--- config.mk ---
export PLATFORM = sky130hd
export DESIGN_NAME = dmem_store_unit_flat
export DESIGN_NICKNAME = d
export VERILOG_FILES = /design/src/rtl/dmem_store_unit_if.sv /design/src/rtl/dmem_store_unit.sv /design/src/flat_wrapper.sv
export SDC_FILE = /design/constraint.sdc
export NUM_CORES = 1
export LEC_CHECK = 0
export ABC_AREA = 1
export BUFFER_PORTS_ARGS = -buffer_cell sky130_fd_sc_hd__buf_2
export CORE_UTILIZATION = 54
export CTS_BUF_LIST = sky130_fd_sc_hd__clkbuf_16
export CTS_CLUSTER_SIZE = 14
export DETAILED_ROUTE_END_ITERATION = 16
export GPL_ROUTABILITY_DRIVEN = 0
export GPL_TIMING_DRIVEN = 0
export PLACE_DENSITY_LB_ADDON = 0.12
export SLEW_MARGIN = 20
export SYNTH_ARGS = -nofsm -noshare
export SYNTH_HDL_FRONTEND = slang
export SYNTH_SLANG_ARGS = --single-unit
export TNS_END_PERCENT = 20
--- constraint.sdc ---
create_clock -name clk -period 1.81 [get_ports clk]
set_clock_uncertainty 0.05 [all_clocks]
set_input_delay 0.362 -clock clk [delete_from_list [all_inputs] [get_ports clk]]
set_output_delay 0.362 -clock clk [all_outputs]
set_load 0.03 [all_outputs]
--- src/rtl/dmem_store_unit_if.sv ---
// rtl/dmem_store_unit_if.sv - data-cache write bus between the store unit and the cache
interface dmem_store_unit_if;
  logic        dmem_write;
  logic [31:0] dmem_address;
  logic [31:0] dmem_wdata;
  logic [3:0]  dmem_mbe;
  logic        dmem_resp;

  modport master (
    output dmem_write, dmem_address, dmem_wdata, dmem_mbe,
    input  dmem_resp
  );

  modport slave (
    input  dmem_write, dmem_address, dmem_wdata, dmem_mbe,
    output dmem_resp
  );
endinterface

--- src/rtl/dmem_store_unit.sv ---
// rtl/dmem_store_unit.sv - MEM-stage store writer: aligns sb/sh/sw, drives cache write, stalls until ack
module dmem_store_unit #(
  parameter int TIMEOUT_CYCLES = 64,
  parameter int CNT_W          = 32
) (
  input  logic                 clk,
  input  logic                 rst,
  input  logic                 st_valid,
  input  logic                 flush,
  input  logic [2:0]           funct3,
  input  logic [31:0]          addr,
  input  logic [31:0]          rs2_data,
  dmem_store_unit_if.master    dmem,
  output logic                 stall,
  output logic                 misalign,
  output logic                 illegal,
  output logic                 timeout_err,
  output logic [CNT_W-1:0]     store_count
);

  localparam logic [0:0] S_IDLE = 1'b0;
  localparam logic [0:0] S_WAIT = 1'b1;
  localparam logic [31:0] WD_LAST = (TIMEOUT_CYCLES > 0) ? 32'(TIMEOUT_CYCLES - 1) : 32'd0;
  localparam logic [CNT_W-1:0] CNT_ONE = {{(CNT_W-1){1'b0}}, 1'b1};

  logic [0:0]  state;
  logic [31:0] wd_cnt;
  logic        write_q;
  logic [31:0] address_q;
  logic [31:0] wdata_q;
  logic [3:0]  mbe_q;

  logic        legal;
  logic        aligned;
  logic [3:0]  mbe_n;
  logic [31:0] wdata_n;
  logic        req;
  logic        accept;
  logic        expire;

  always_comb begin
    legal   = 1'b1;
    aligned = 1'b1;
    mbe_n   = 4'b1111;
    wdata_n = rs2_data;
    case (funct3)
      3'b000: begin
        mbe_n   = 4'b0001 << addr[1:0];
        wdata_n = {4{rs2_data[7:0]}};
      end
      3'b001: begin
        aligned = ~addr[0];
        mbe_n   = 4'b0011 << addr[1:0];
        wdata_n = {2{rs2_data[15:0]}};
      end
      3'b010: aligned = (addr[1:0] == 2'b00);
      default: legal = 1'b0;
    endcase
  end

  // Requests are only looked at in IDLE; flush suppresses writes and flags alike.
  assign req    = (state == S_IDLE) && st_valid && !flush;
  assign accept = req && legal && aligned;
  assign expire = (TIMEOUT_CYCLES > 0) && (wd_cnt == WD_LAST);

  // Resp takes priority over an expiring watchdog, so stall drops either way.
  assign stall = accept || ((state == S_WAIT) && !dmem.dmem_resp && !expire);

  always_ff @(posedge clk or negedge rst) begin
    if (!rst) begin
      state       <= S_IDLE;
      wd_cnt      <= 32'd0;
      write_q     <= 1'b0;
      address_q   <= 32'd0;
      wdata_q     <= 32'd0;
      mbe_q       <= 4'd0;
      misalign    <= 1'b0;
      illegal     <= 1'b0;
      timeout_err <= 1'b0;
      store_count <= '0;
    end else begin
      misalign <= req && legal && !aligned;
      illegal  <= req && !legal;
      case (state)
        S_IDLE: begin
          if (accept) begin
            state     <= S_WAIT;
            write_q   <= 1'b1;
            address_q <= {addr[31:2], 2'b00};
            wdata_q   <= wdata_n;
            mbe_q     <= mbe_n;
            wd_cnt    <= 32'd0;
          end
        end
        default: begin
          if (dmem.dmem_resp) begin
            state       <= S_IDLE;
            write_q     <= 1'b0;
            store_count <= store_count + CNT_ONE;
          end else if (expire) begin
            state       <= S_IDLE;
            write_q     <= 1'b0;
            timeout_err <= 1'b1;
          end else begin
            wd_cnt <= wd_cnt + 32'd1;
          end
        end
      endcase
    end
  end

  assign dmem.dmem_write   = write_q;
  assign dmem.dmem_address = address_q;
  assign dmem.dmem_wdata   = wdata_q;
  assign dmem.dmem_mbe     = mbe_q;

endmodule

--- src/flat_wrapper.sv ---
// flat-port wrapper written by rule: the top's interface ports become plain ports
module dmem_store_unit_flat 
#(
  parameter int TIMEOUT_CYCLES = 64,
  parameter int CNT_W          = 32
)
  (clk, rst, st_valid, flush, funct3, addr, rs2_data, stall, misalign, illegal, timeout_err, store_count, dmem_dmem_write, dmem_dmem_address, dmem_dmem_wdata, dmem_dmem_mbe, dmem_dmem_resp);
  dmem_store_unit_if dmem_i ();
  input  logic clk;
  input  logic rst;
  input  logic st_valid;
  input  logic flush;
  input  logic [2:0] funct3;
  input  logic [31:0] addr;
  input  logic [31:0] rs2_data;
  output logic stall;
  output logic misalign;
  output logic illegal;
  output logic timeout_err;
  output logic [CNT_W-1:0] store_count;
  output wire logic [$bits(dmem_i.dmem_write)-1:0] dmem_dmem_write;
  output wire logic [$bits(dmem_i.dmem_address)-1:0] dmem_dmem_address;
  output wire logic [$bits(dmem_i.dmem_wdata)-1:0] dmem_dmem_wdata;
  output wire logic [$bits(dmem_i.dmem_mbe)-1:0] dmem_dmem_mbe;
  input wire logic [$bits(dmem_i.dmem_resp)-1:0] dmem_dmem_resp;
  assign dmem_dmem_write = dmem_i.dmem_write;
  assign dmem_dmem_address = dmem_i.dmem_address;
  assign dmem_dmem_wdata = dmem_i.dmem_wdata;
  assign dmem_dmem_mbe = dmem_i.dmem_mbe;
  assign dmem_i.dmem_resp = dmem_dmem_resp;
  dmem_store_unit #(.TIMEOUT_CYCLES(TIMEOUT_CYCLES), .CNT_W(CNT_W)) u_core (.clk(clk), .rst(rst), .st_valid(st_valid), .flush(flush), .funct3(funct3), .addr(addr), .rs2_data(rs2_data), .dmem(dmem_i), .stall(stall), .misalign(misalign), .illegal(illegal), .timeout_err(timeout_err), .store_count(store_count));
endmodule
* After elaboration in Yosys (flattened, before gate mapping) *
Index checks and enable logic that the tools add are counted.

cells by class
  $add $sub $neg = 2
  equal/unequal tests = 6
  shift-type cells = 2
  muxes and demuxes = 16
  bitwise operators = 3
  reductions and logical operators = 23

operators by type and width
  kind                                                  number
  two-way mux 32 bit                                    4
  adder 32 x 1 -> 32 bit, second input constant         2
  one-hot mux 32 bit (2 select lines)                   1
  equality test 32 x 6 -> 1 bit, second input constant  1
  two-way mux 1 bit                                     9
  logical AND 1 bit                                     8
  one-hot mux 4 bit (2 select lines)                    1
  AND reduction 2 bit                                   3
  AND reduction 3 bit                                   2
  logical NOT 1 bit                                     5
  inequality test 2 bit, second input constant          2
  left shift 1 x 2 -> 4 bit, first input constant       1
  left shift 2 x 2 -> 4 bit, first input constant       1
  equality test 3 x 1 -> 1 bit, second input constant   1
  equality test 3 x 2 -> 1 bit, second input constant   1
  logical NOT 3 bit                                     1
  inequality test 3 bit, second input constant          1
  NOT 1 bit                                             3
  OR reduction 3 bit                                    1
  logical NOT 2 bit                                     1
  one-hot mux 1 bit (2 select lines)                    1
  nonzero test 2 bit                                    1
  logical OR 1 bit                                      1

word-level totals
  flip-flop bits (word level) = 135
  input port bits = 72
  output and inout bits = 105

* Logic depth before layout (Yosys ltp) *
Gate-level depths: netlist (run 1).

  depth after elaboration = 7
  gate-level depth with buffers = 11
  gate-level depth less buffers = 10

* Worst setup path after synthesis (run 1) *
No wires, ideal clock.

  kind = register to register
  start = register u_core.store_count[1]
  end = register u_core.store_count[24]
  library setup time = 113 ps
  data arrival time = 1693 ps
  data required time = 1647 ps
  setup slack = -46 ps
  stages on the path, launching flop included = 11
  path buffers = 0
  clock period less this slack = 1856 ps
  cell sequence = dfrtp_1 > ha_1 > nand3_1 > nor2_2 > nand2_1 > nor2_1 > nand2_1 > nor2_1 > nand2_1 > nand2_1 > inv_1

on the way
  cells in the longest elaborated chain, start to end = 1

ends and longest elaborated chain
  element                 line                   RTL
  start, declared         dmem_store_unit.sv:18  output logic [CNT_W-1:0] store_count
  start signal, assigned  dmem_store_unit.sv:99  store_count <= store_count + CNT_ONE;
  adder 32 x 1 -> 32 bit  dmem_store_unit.sv:99

Every way passes these cells.
A chain may end at the register's enable or synchronous reset.

* Worst setup path in the final report (run 1) *
  start = register u_core.wd_cnt[18]
  end = output stall

on the way
  cells in the longest elaborated chain, start to end = 4

ends and longest elaborated chain
  element                        line                    RTL
  start, declared                dmem_store_unit.sv:27   logic [31:0] wd_cnt;
  start signal, assigned         dmem_store_unit.sv:105  wd_cnt <= wd_cnt + 32'd1;
  equality test 32 x 6 -> 1 bit  dmem_store_unit.sv:64   assign expire = (TIMEOUT_CYCLES > 0) && (wd_cnt == WD_LAST);
  logical NOT 1 bit              dmem_store_unit.sv:67   assign stall = accept || ((state == S_WAIT) && !dmem.dmem_resp && !expire);
  logical AND 1 bit              dmem_store_unit.sv:67
  logical OR 1 bit               dmem_store_unit.sv:67
  end, declared                  flat_wrapper.sv:16      output logic stall;

Every way passes these cells.

==> tab_implementation.tex, run 1 <==
\begin{tabular}{lr}
\hline
Metric & Value \\
\hline
\multicolumn{2}{l}{\textbf{Place}} \\
I/O Buffers & 174 \\
Placement Setup Slack & -436 ps \\
Detailed Place HPWL & 13600 um \\
\multicolumn{2}{l}{\textbf{Timing}} \\
RSZ-0062 raised after global routing & yes \\
Sum of negative setup slack & -394 ps \\
Setup ws final & -359 ps \\
Final hold violation count & 0 \\
Final slew viol count & 0 \\
Share of the clock period used by the worst path after layout & 120\% \\
Count of endpoints failing setup in the final report & 4 \\
Final hold slack & 78.8 ps \\
Tmin final & 2170 ps \\
Upper clock frequency limit & 461 MHz \\
\multicolumn{2}{l}{\textbf{Critical path}} \\
Critical path fanouts, max & 6 \\
Launching element of the worst setup path & u\_core.wd\_cnt[18] \\
Data arrival time of the critical path & 1760 ps \\
Worst r2r src & u\_core.wd\_cnt[18] \\
R2R depth & 11 \\
Critical path class & flop to primary output \\
Reg-to-reg endpoint & u\_core.wd\_cnt[5] \\
Nature of the critical path startpoint & flop \\
Required time at the worst-slack endpoint & 1400 ps \\
Register-to-register setup slack & -20 ps \\
Worst setup path endpoint & stall \\
Type of destination of the critical path & primary output \\
\multicolumn{2}{l}{\textbf{Worst hold path}} \\
Min-Delay Startpoint & addr[28] \\
Class of the tightest hold or removal check & input pin to flop \\
\multicolumn{2}{l}{\textbf{CTS}} \\
Sinks on the clock net & 135 \\
Clock transition at the registers of the reported paths & 60 ps \\
Level count of the clock H-tree & 4 \\
Bufs on Longest Clock Path & 2 \\
Worst skew pair latency & 420 ps \\
Root cell of the clock tree & sky130\_fd\_sc\_hd\_\_clkbuf\_16 \\
Number of clock buffers inserted by TritonCTS & 17 \\
CTS tree & done \\
\multicolumn{2}{l}{\textbf{Synth}} \\
Gate Count Post-Synth & 959 \\
Cell types with the largest area share after synthesis & sky130\_fd\_sc\_hd\_\_dfrtp\_1 48\%, sky130\_fd\_sc\_hd\_\_nand2\_1 23\%, sky130\_fd\_sc\_hd\_\_nor2\_1 5.7\%, sky130\_fd\_sc\_hd\_\_nand3\_1 4.2\%, sky130\_fd\_sc\_hd\_\_inv\_1 3.4\% \\
Async set or reset register ratio after synthesis & 100\% \\
Register bit total from synthesis & 135 \\
Dominant cell by count in the synthesized netlist & sky130\_fd\_sc\_hd\_\_nand2\_1 \\
Syn avg cell area & 7.33 um2 \\
Cell taking the most area after synthesis & sky130\_fd\_sc\_hd\_\_dfrtp\_1 \\
Fraction of post-synthesis cell area in the top cell type by area & 48.1\% \\
Synth cell types & 30 \\
Count of warnings emitted by yosys & 0 \\
Most used flip-flop cell after synthesis & sky130\_fd\_sc\_hd\_\_dfrtp\_1 \\
Top cell types by occurrence after synthesis & 432 x sky130\_fd\_sc\_hd\_\_nand2\_1, 135 x sky130\_fd\_sc\_hd\_\_dfrtp\_1, 107 x sky130\_fd\_sc\_hd\_\_nor2\_1 \\
Synth Cell Area & 7030 um2 \\
Number of enable flip-flop cells after synthesis & 0 \\
Sequential share of the synthesized area & 48.1\% \\
\multicolumn{2}{l}{\textbf{GRT}} \\
Wire length of the first global-routing pass & 30500 um \\
Vias in the first global route & 6238 \\
Number of antenna violations at the first check in global routing & 0 \\
Maximum number of pins on one net before global-route repair & 82 \\
Overall Global Routing Usage & 29.6\% \\
Global route overflow & 0 \\
\multicolumn{2}{l}{\textbf{Power and ir drop}} \\
Static leakage & 5.01 nW \\
Switching power & 0.00317 W \\
Seq pwr share & 39.3\% \\
IR Drop Worst-Case VDD & 0.000767 V \\
Net Sw Frac & 33.5\% \\
Int Pwr & 0.00629 W \\
Pwr/cell area & 1020 nW/um2 \\
Logic pwr share & 23.1\% \\
Clk network pwr share & 37.6\% \\
\multicolumn{2}{l}{\textbf{Cells and area}} \\
Final net count & 1265 \\
Share of post-route cells with drive strength above 1 & 26.6\% \\
Fill cell instance count of the final layout & 1041 \\
Layout overhead on the synthesized area & 31.5\% \\
Number of diodes & 0 \\
\multicolumn{2}{l}{\textbf{Die}} \\
Floorplan die width & 116 um \\
Core region area & 12700 um2 \\
Ports placed on the boundary & 177 \\
Die ar. & 13500 um2 \\
Site Rows & 41 \\
Initial Util & 55.5\% \\
Overall die height & 116 um \\
\multicolumn{2}{l}{\textbf{Drt}} \\
DRC violations left & 0 \\
Pre-Repair DR Iteration Count & 5 \\
DRT Wirelength & 19500 um \\
Vias per inst & 5.05 \\
Vias & 6942 \\
DRC marker count from the first detailed-route iteration & 559 \\
Mean routed wirelength per cell & 14.2 um \\
Final ANT Viol Nets & 0 \\
\multicolumn{2}{l}{\textbf{Outcome}} \\
Status & finished with violations \\
Failing checks & setup timing \\
\multicolumn{2}{l}{\textbf{Job}} \\
Number of max-cap violations & 0 \\
\hline
\end{tabular}
==> power groups by stage <==
stage	registers, W	logic [W]	clock network, W
after floorplan	0.00450	0.000511	0
after global placement	0.00373	0.00199	0
after detailed placement	0.00372	0.00204	0
after CTS	0.00369	0.00210	0.00359
after global routing	0.00377	0.00236	0.00375
final	0.00372	0.00218	0.00356
==> cell usage in the layout (no fill, tap or decap), types with 13 or more instances in the layout <==
| cell | Yosys | final |
|---|---|---|
| sky130_fd_sc_hd__dfrtp_1 | 135 | 127 |
| sky130_fd_sc_hd__buf_2 | 12 | 182 |
| sky130_fd_sc_hd__nor2_1 | 107 | 91 |
| sky130_fd_sc_hd__nand3_1 | 59 | 55 |
| sky130_fd_sc_hd__xor2_1 | 24 | 24 |
| sky130_fd_sc_hd__inv_1 | 63 | 62 |
| sky130_fd_sc_hd__clkbuf_16 | 0 | 17 |
| sky130_fd_sc_hd__buf_4 | 6 | 40 |
| sky130_fd_sc_hd__o21ai_0 | 40 | 40 |
| sky130_fd_sc_hd__nand2_1 | 432 | 426 |
| sky130_fd_sc_hd__nor2_2 | 3 | 13 |
==> through the flow <==
stage / util [%] / instance area [um2] / instances / power (W)
floorplan: - / 7030 / 960 / 0.00501
global route: 72.9 / 9240 / 1376 / 0.00988
finish: 72.9 / 9240 / 1376 / 0.00946
CTS: 70.6 / 8950 / 1353 / 0.00937
global placement: 64.1 / 8120 / 1306 / 0.00572
detailed placement: 64.4 / 8160 / 1307 / 0.00576
==> layout make-up <==
cell class | count | area, um2 | share of cell area [%]
Buffer | 29 | 219 | 2.37
Timing Repair Buffer | 212 | 1200 | 13.0
Inverter | 67 | 262 | 2.83
Sequential cell | 135 | 3390 | 36.7
Clock inverter | 15 | 175 | 1.90
Multi-Input combinational cell | 729 | 3360 | 36.3
Tap cell | 172 | 215 | 2.33
Clock buffer | 17 | 425 | 4.60
==> layer usage <==
metal  track usage (%)  vias up  share of wire, %  wire length (um)
met3              8.89       32               6.4              1260
met1              38.5     3254                44              8500
met2              47.5      213                48              9400
met4              9.66        0               1.8               359
li1                  -     3443                 -                 -
met5                 0        -                 0                 0
==> kinds of logic (layout without fill, tap and decap cells) <==
family | after synthesis | after routing | synth area share [%]
AOI/OAI and AO/OA | 50 | 50 | 3.69
other | 1 | 2 | 0.0534
and+or+nand+nor | 640 | 640 | 37.0
xor gates and xnor gates | 35 | 35 | 4.36
DFF | 135 | 135 | 48.1
buffers and inverters | 96 | 340 | 6.44
adders and majority gates | 2 | 2 | 0.356
==> critical path, stage by stage (launching register included) <==
cell and delay (ps):
sky130_fd_sc_hd__dfrtp_2 450, sky130_fd_sc_hd__nor2_1 110, sky130_fd_sc_hd__and2_1 150, sky130_fd_sc_hd__nand2_2 90
sky130_fd_sc_hd__nor2_4 150, sky130_fd_sc_hd__nand2_2 100, sky130_fd_sc_hd__nand2_4 100, sky130_fd_sc_hd__nand2_8 60
sky130_fd_sc_hd__buf_6 130
==> worst min path at each step <==
stage               cells after the start  slack [ps]                            to
floorplan                               0          20  u_core.dmem.dmem_address[10]
global route                            3          70   u_core.dmem.dmem_address[6]
detailed placement                      1         250             u_core.wd_cnt[23]
CTS                                     3          70  u_core.dmem.dmem_address[15]
global placement                        2         410  u_core.dmem.dmem_address[28]
finish                                  3          80  u_core.dmem.dmem_address[28]
==> repair_timing <==
item | 4_1_cts | 5_1_grt
gates cloned | 1 | 0
setup endpoints to repair | 28 | 74
hold buffers | 1 | 0
resized for setup | 25 | 38
hold endpoints to repair | 54 | 0
pin swaps | 7 | 13
buffers inserted | 12 | 25
==> flip-flops by register name, indices dropped and copies added, names as in the netlist <==
name and count:
u_core.store_count 32, u_core.dmem.dmem_mbe 4, u_core.state 1, u_core.dmem.dmem_write 1
u_core.illegal 1, u_core.timeout_err 1, u_core.misalign 1, u_core.dmem.dmem_wdata 32
u_core.wd_cnt 32, u_core.dmem.dmem_address 30
(Power assumes the default switching activity.)
==> run 2, diff against run 1 <==
Settings changed: BUFFER_PORTS_ARGS -buffer_cell sky130_fd_sc_hd__buf_2 to default, CORE_UTILIZATION 54 to 55, DONT_BUFFER_PORTS from default to 1, PLACE_DENSITY_LB_ADDON 0.12 to 0.15, TNS_END_PERCENT 20 to 50.
==> run 2 against run 1 <==
The flow finishes with violations (hold timing, setup timing). Sequential share of layout area grew 2.0 points. Sequential power is 24% higher. Global-route usage increased by 0.53 points. Maximum frequency is 2.0% higher. Clock power is 2% higher. Core utilization is 0.55 points lower. First-iteration DRC count increased by 3.2%. Final area down 4.3%. Final cell count shrank 11%. Critical path depth unchanged. Die area fell by 1.8%. Largest cell class unchanged. Largest power group unchanged. Highest routed layer unchanged.
==> tab_implementation.tex, run 2 (synthesized netlist as in run 1, its figures left out) <==
\begin{tabular}{lr}
\hline
Metric & Value \\
\hline
\multicolumn{2}{l}{\textbf{Outcome}} \\
Status & finished with violations \\
Failing checks & hold timing, setup timing \\
\multicolumn{2}{l}{\textbf{Cells and area}} \\
Most frequent standard cell in the layout excluding fill and tap cells & sky130\_fd\_sc\_hd\_\_nand2\_1 \\
Layout overhead on the synthesized area & 25.8\% \\
Final net count & 1124 (-11\%) \\
Post-route cell area & 8840 um2 (-4.3\%) \\
Number of diodes & 0 (unchanged) \\
Most used cells in the layout excluding fill and tap cells & 424 x sky130\_fd\_sc\_hd\_\_nand2\_1, 105 x sky130\_fd\_sc\_hd\_\_dfrtp\_1, 91 x sky130\_fd\_sc\_hd\_\_nor2\_1, 61 x sky130\_fd\_sc\_hd\_\_inv\_1, 56 x sky130\_fd\_sc\_hd\_\_nand3\_1 \\
Share of post-route cells with drive strength above 1 & 16.9\% (-9.6 points) \\
\multicolumn{2}{l}{\textbf{Timing}} \\
Final hold slack & -418 ps (-497 ps) \\
Tmin final & 2130 ps (-42.9 ps) \\
Setup ws final & -316 ps (+42.9 ps) \\
Count of endpoints failing setup in the final report & 35 (+31) \\
Final hold violation count & 135 (+135) \\
Final slew viol count & 0 (unchanged) \\
RSZ-0062 raised after global routing & yes \\
Upper clock frequency limit & 470 MHz (+2.0\%) \\
Share of the clock period used by the worst path after layout & 117\% (-2.4 points) \\
\multicolumn{2}{l}{\textbf{Drt}} \\
DRC marker count from the first detailed-route iteration & 577 (+3.2\%) \\
Final ANT Viol Nets & 0 (unchanged) \\
DRT Wirelength & 20200 um (+3.6\%) \\
Mean routed wirelength per cell & 16.4 um (+16\%) \\
DRC violations left & 0 (unchanged) \\
Vias per inst & 5.34 (+5.9\%) \\
Pre-Repair DR Iteration Count & 6 (+1) \\
Vias & 6576 (-5.3\%) \\
\multicolumn{2}{l}{\textbf{Critical path}} \\
Required time at the worst-slack endpoint & 1400 ps (about the same) \\
Critical path cell sequence & ha\_2, nand2\_4, nor2\_4, nand3\_2, nor2\_4, nand2\_4, nand2\_4, nand2\_8 \\
R2R depth & 13 (+2) \\
Kind of cell adding the most delay to the critical path & simple AND/OR/NAND/NOR gates \\
Type of destination of the critical path & primary output \\
Data arrival time of the critical path & 1710 ps (-50 ps) \\
Number of gates on the worst path with buffers counted & 8 (unchanged) \\
Worst path max stage delay & 360 ps (-90 ps) \\
Critical path class & flop to primary output \\
Nature of the critical path startpoint & flop \\
Critical Path Slowest Stage Cell & sky130\_fd\_sc\_hd\_\_dfrtp\_1 \\
Critical path fanouts, max & 8 (+2) \\
Buffers \& Inverters on Critical Path & 0 (-1) \\
Most numerous cell on the critical path & sky130\_fd\_sc\_hd\_\_nand2\_4 \\
\multicolumn{2}{l}{\textbf{Die}} \\
Die ar. & 13200 um2 (-1.8\%) \\
Core region area & 12200 um2 (-3.6\%) \\
Site Rows & 40 (-2.4\%) \\
Ports placed on the boundary & 177 (unchanged) \\
Floorplan die width & 115 um (-0.90\%) \\
Overall die height & 115 um (-0.90\%) \\
Initial Util & 57.6\% (+2.1 points) \\
\multicolumn{2}{l}{\textbf{CTS}} \\
Sinks on the clock net & 135 (unchanged) \\
Root cell of the clock tree & sky130\_fd\_sc\_hd\_\_clkbuf\_16 \\
Bufs on Longest Clock Path & 2 (unchanged) \\
Clock transition at the registers of the reported paths & 60 ps (about the same) \\
Number of hold-repair buffers added at the cts stage & 26 (+25) \\
Worst skew pair latency & 430 ps (about the same) \\
Level count of the clock H-tree & 4 (unchanged) \\
Number of clock buffers inserted by TritonCTS & 17 (unchanged) \\
CTS tree & done \\
\multicolumn{2}{l}{\textbf{Place}} \\
Detailed Place HPWL & 12700 um (-6.6\%) \\
Instance area at placement & 7240 um2 (-11\%) \\
I/O Buffers & 0 (-100\%) \\
\multicolumn{2}{l}{\textbf{GRT}} \\
Wire length of the first global-routing pass & 30500 um (-0.25\%) \\
Global route overflow & 0 (unchanged) \\
Number of antenna violations at the first check in global routing & 0 (unchanged) \\
Overall Global Routing Usage & 30.2\% (+0.53 points) \\
Vias in the first global route & 6156 (-1.3\%) \\
Maximum number of pins on one net before global-route repair & 136 (+66\%) \\
\multicolumn{2}{l}{\textbf{Power and ir drop}} \\
IR Drop Worst-Case VDD & 0.000873 V (+14\%) \\
Pwr/cell area & 1030 nW/um2 (+0.57\%) \\
Static leakage & 4.44 nW (-11\%) \\
\multicolumn{2}{l}{\textbf{Job}} \\
Number of max-cap violations & 0 (unchanged) \\
\multicolumn{2}{l}{\textbf{Worst hold path}} \\
Class of the tightest hold or removal check & input pin to async pin \\
\hline
\end{tabular}
-- run 2: cell type report --
| class | instances | area [um2] |
|---|---|---|
| inverters | 67 | 264 |
| plain buffers | 29 | 255 |
| repair buffers | 71 | 686 |
| well taps | 168 | 210 |
| clock inverters | 15 | 189 |
| clock buffers | 17 | 425 |
| multi-input cells | 729 | 3390 |
| flip-flops and latches | 135 | 3420 |
| fillers | 958 | 3370 |
-- run 2: worst reg2reg max path: stages, from the launching register on --
cell and delay, ps:
sky130_fd_sc_hd__dfrtp_1 360, sky130_fd_sc_hd__ha_2 210, sky130_fd_sc_hd__nand2_4 60, sky130_fd_sc_hd__nor2_4 120
sky130_fd_sc_hd__nand3_2 100, sky130_fd_sc_hd__nor2_4 150, sky130_fd_sc_hd__nand2_4 70, sky130_fd_sc_hd__nand2_4 110
sky130_fd_sc_hd__buf_4 130, sky130_fd_sc_hd__buf_12 140, sky130_fd_sc_hd__inv_8 60, sky130_fd_sc_hd__clkbuf_16 160
sky130_fd_sc_hd__nand2_1 70, sky130_fd_sc_hd__nand2_1 70
-- run 2: metrics by stage --
step	worst slack, ps	std cells	TNS, ps	total power (W)	utilization, %
after floorplan	64.4	960	0	0.00501	-
after global placement	-214	1128	-1710	0.00522	59.3
after detailed placement	-235	1128	-2330	0.00524	59.3
after CTS	-290	1204	-558	0.00903	68.4
after global routing	-377	1231	-6720	0.00944	72.4
final	-316	1231	-2730	0.00910	72.4
-- run 2: routing by layer --
layer / wire [um] / global-route usage [%] / part of all wire, %
met2: 9890 / 49.9 / 49
met4: 576 / 11.4 / 2.8
met3: 1810 / 10.3 / 8.9
met5: 0 / 0 / 0
met1: 7960 / 36.5 / 39
-- run 2: worst paths after layout --
path                            slack (ps)         startpoint                           end
worst max-delay path                  -320   u_core.wd_cnt[0]                         stall
worst min-delay path                  -420                rst             u_core.wd_cnt[25]
worst max register to register        -160   u_core.wd_cnt[0]             u_core.wd_cnt[11]
worst min register to register         520  u_core.wd_cnt[31]             u_core.wd_cnt[31]
max in group asynchronous             1830                rst             u_core.wd_cnt[28]
min in group clk                        10           addr[30]  u_core.dmem.dmem_address[30]
-- run 2: where the power goes --
part           internal [W]  switching, W
clock               0.00220       0.00144
combinational      0.000402      0.000445
sequential          0.00342       0.00119
-- run 2: timing repair --
item	in CTS	in global routing
buffers inserted	18	23
setup endpoints to repair	38	77
hold endpoints to repair	161	135
cloned	0	4
pin swaps	12	21
resized for setup	28	78
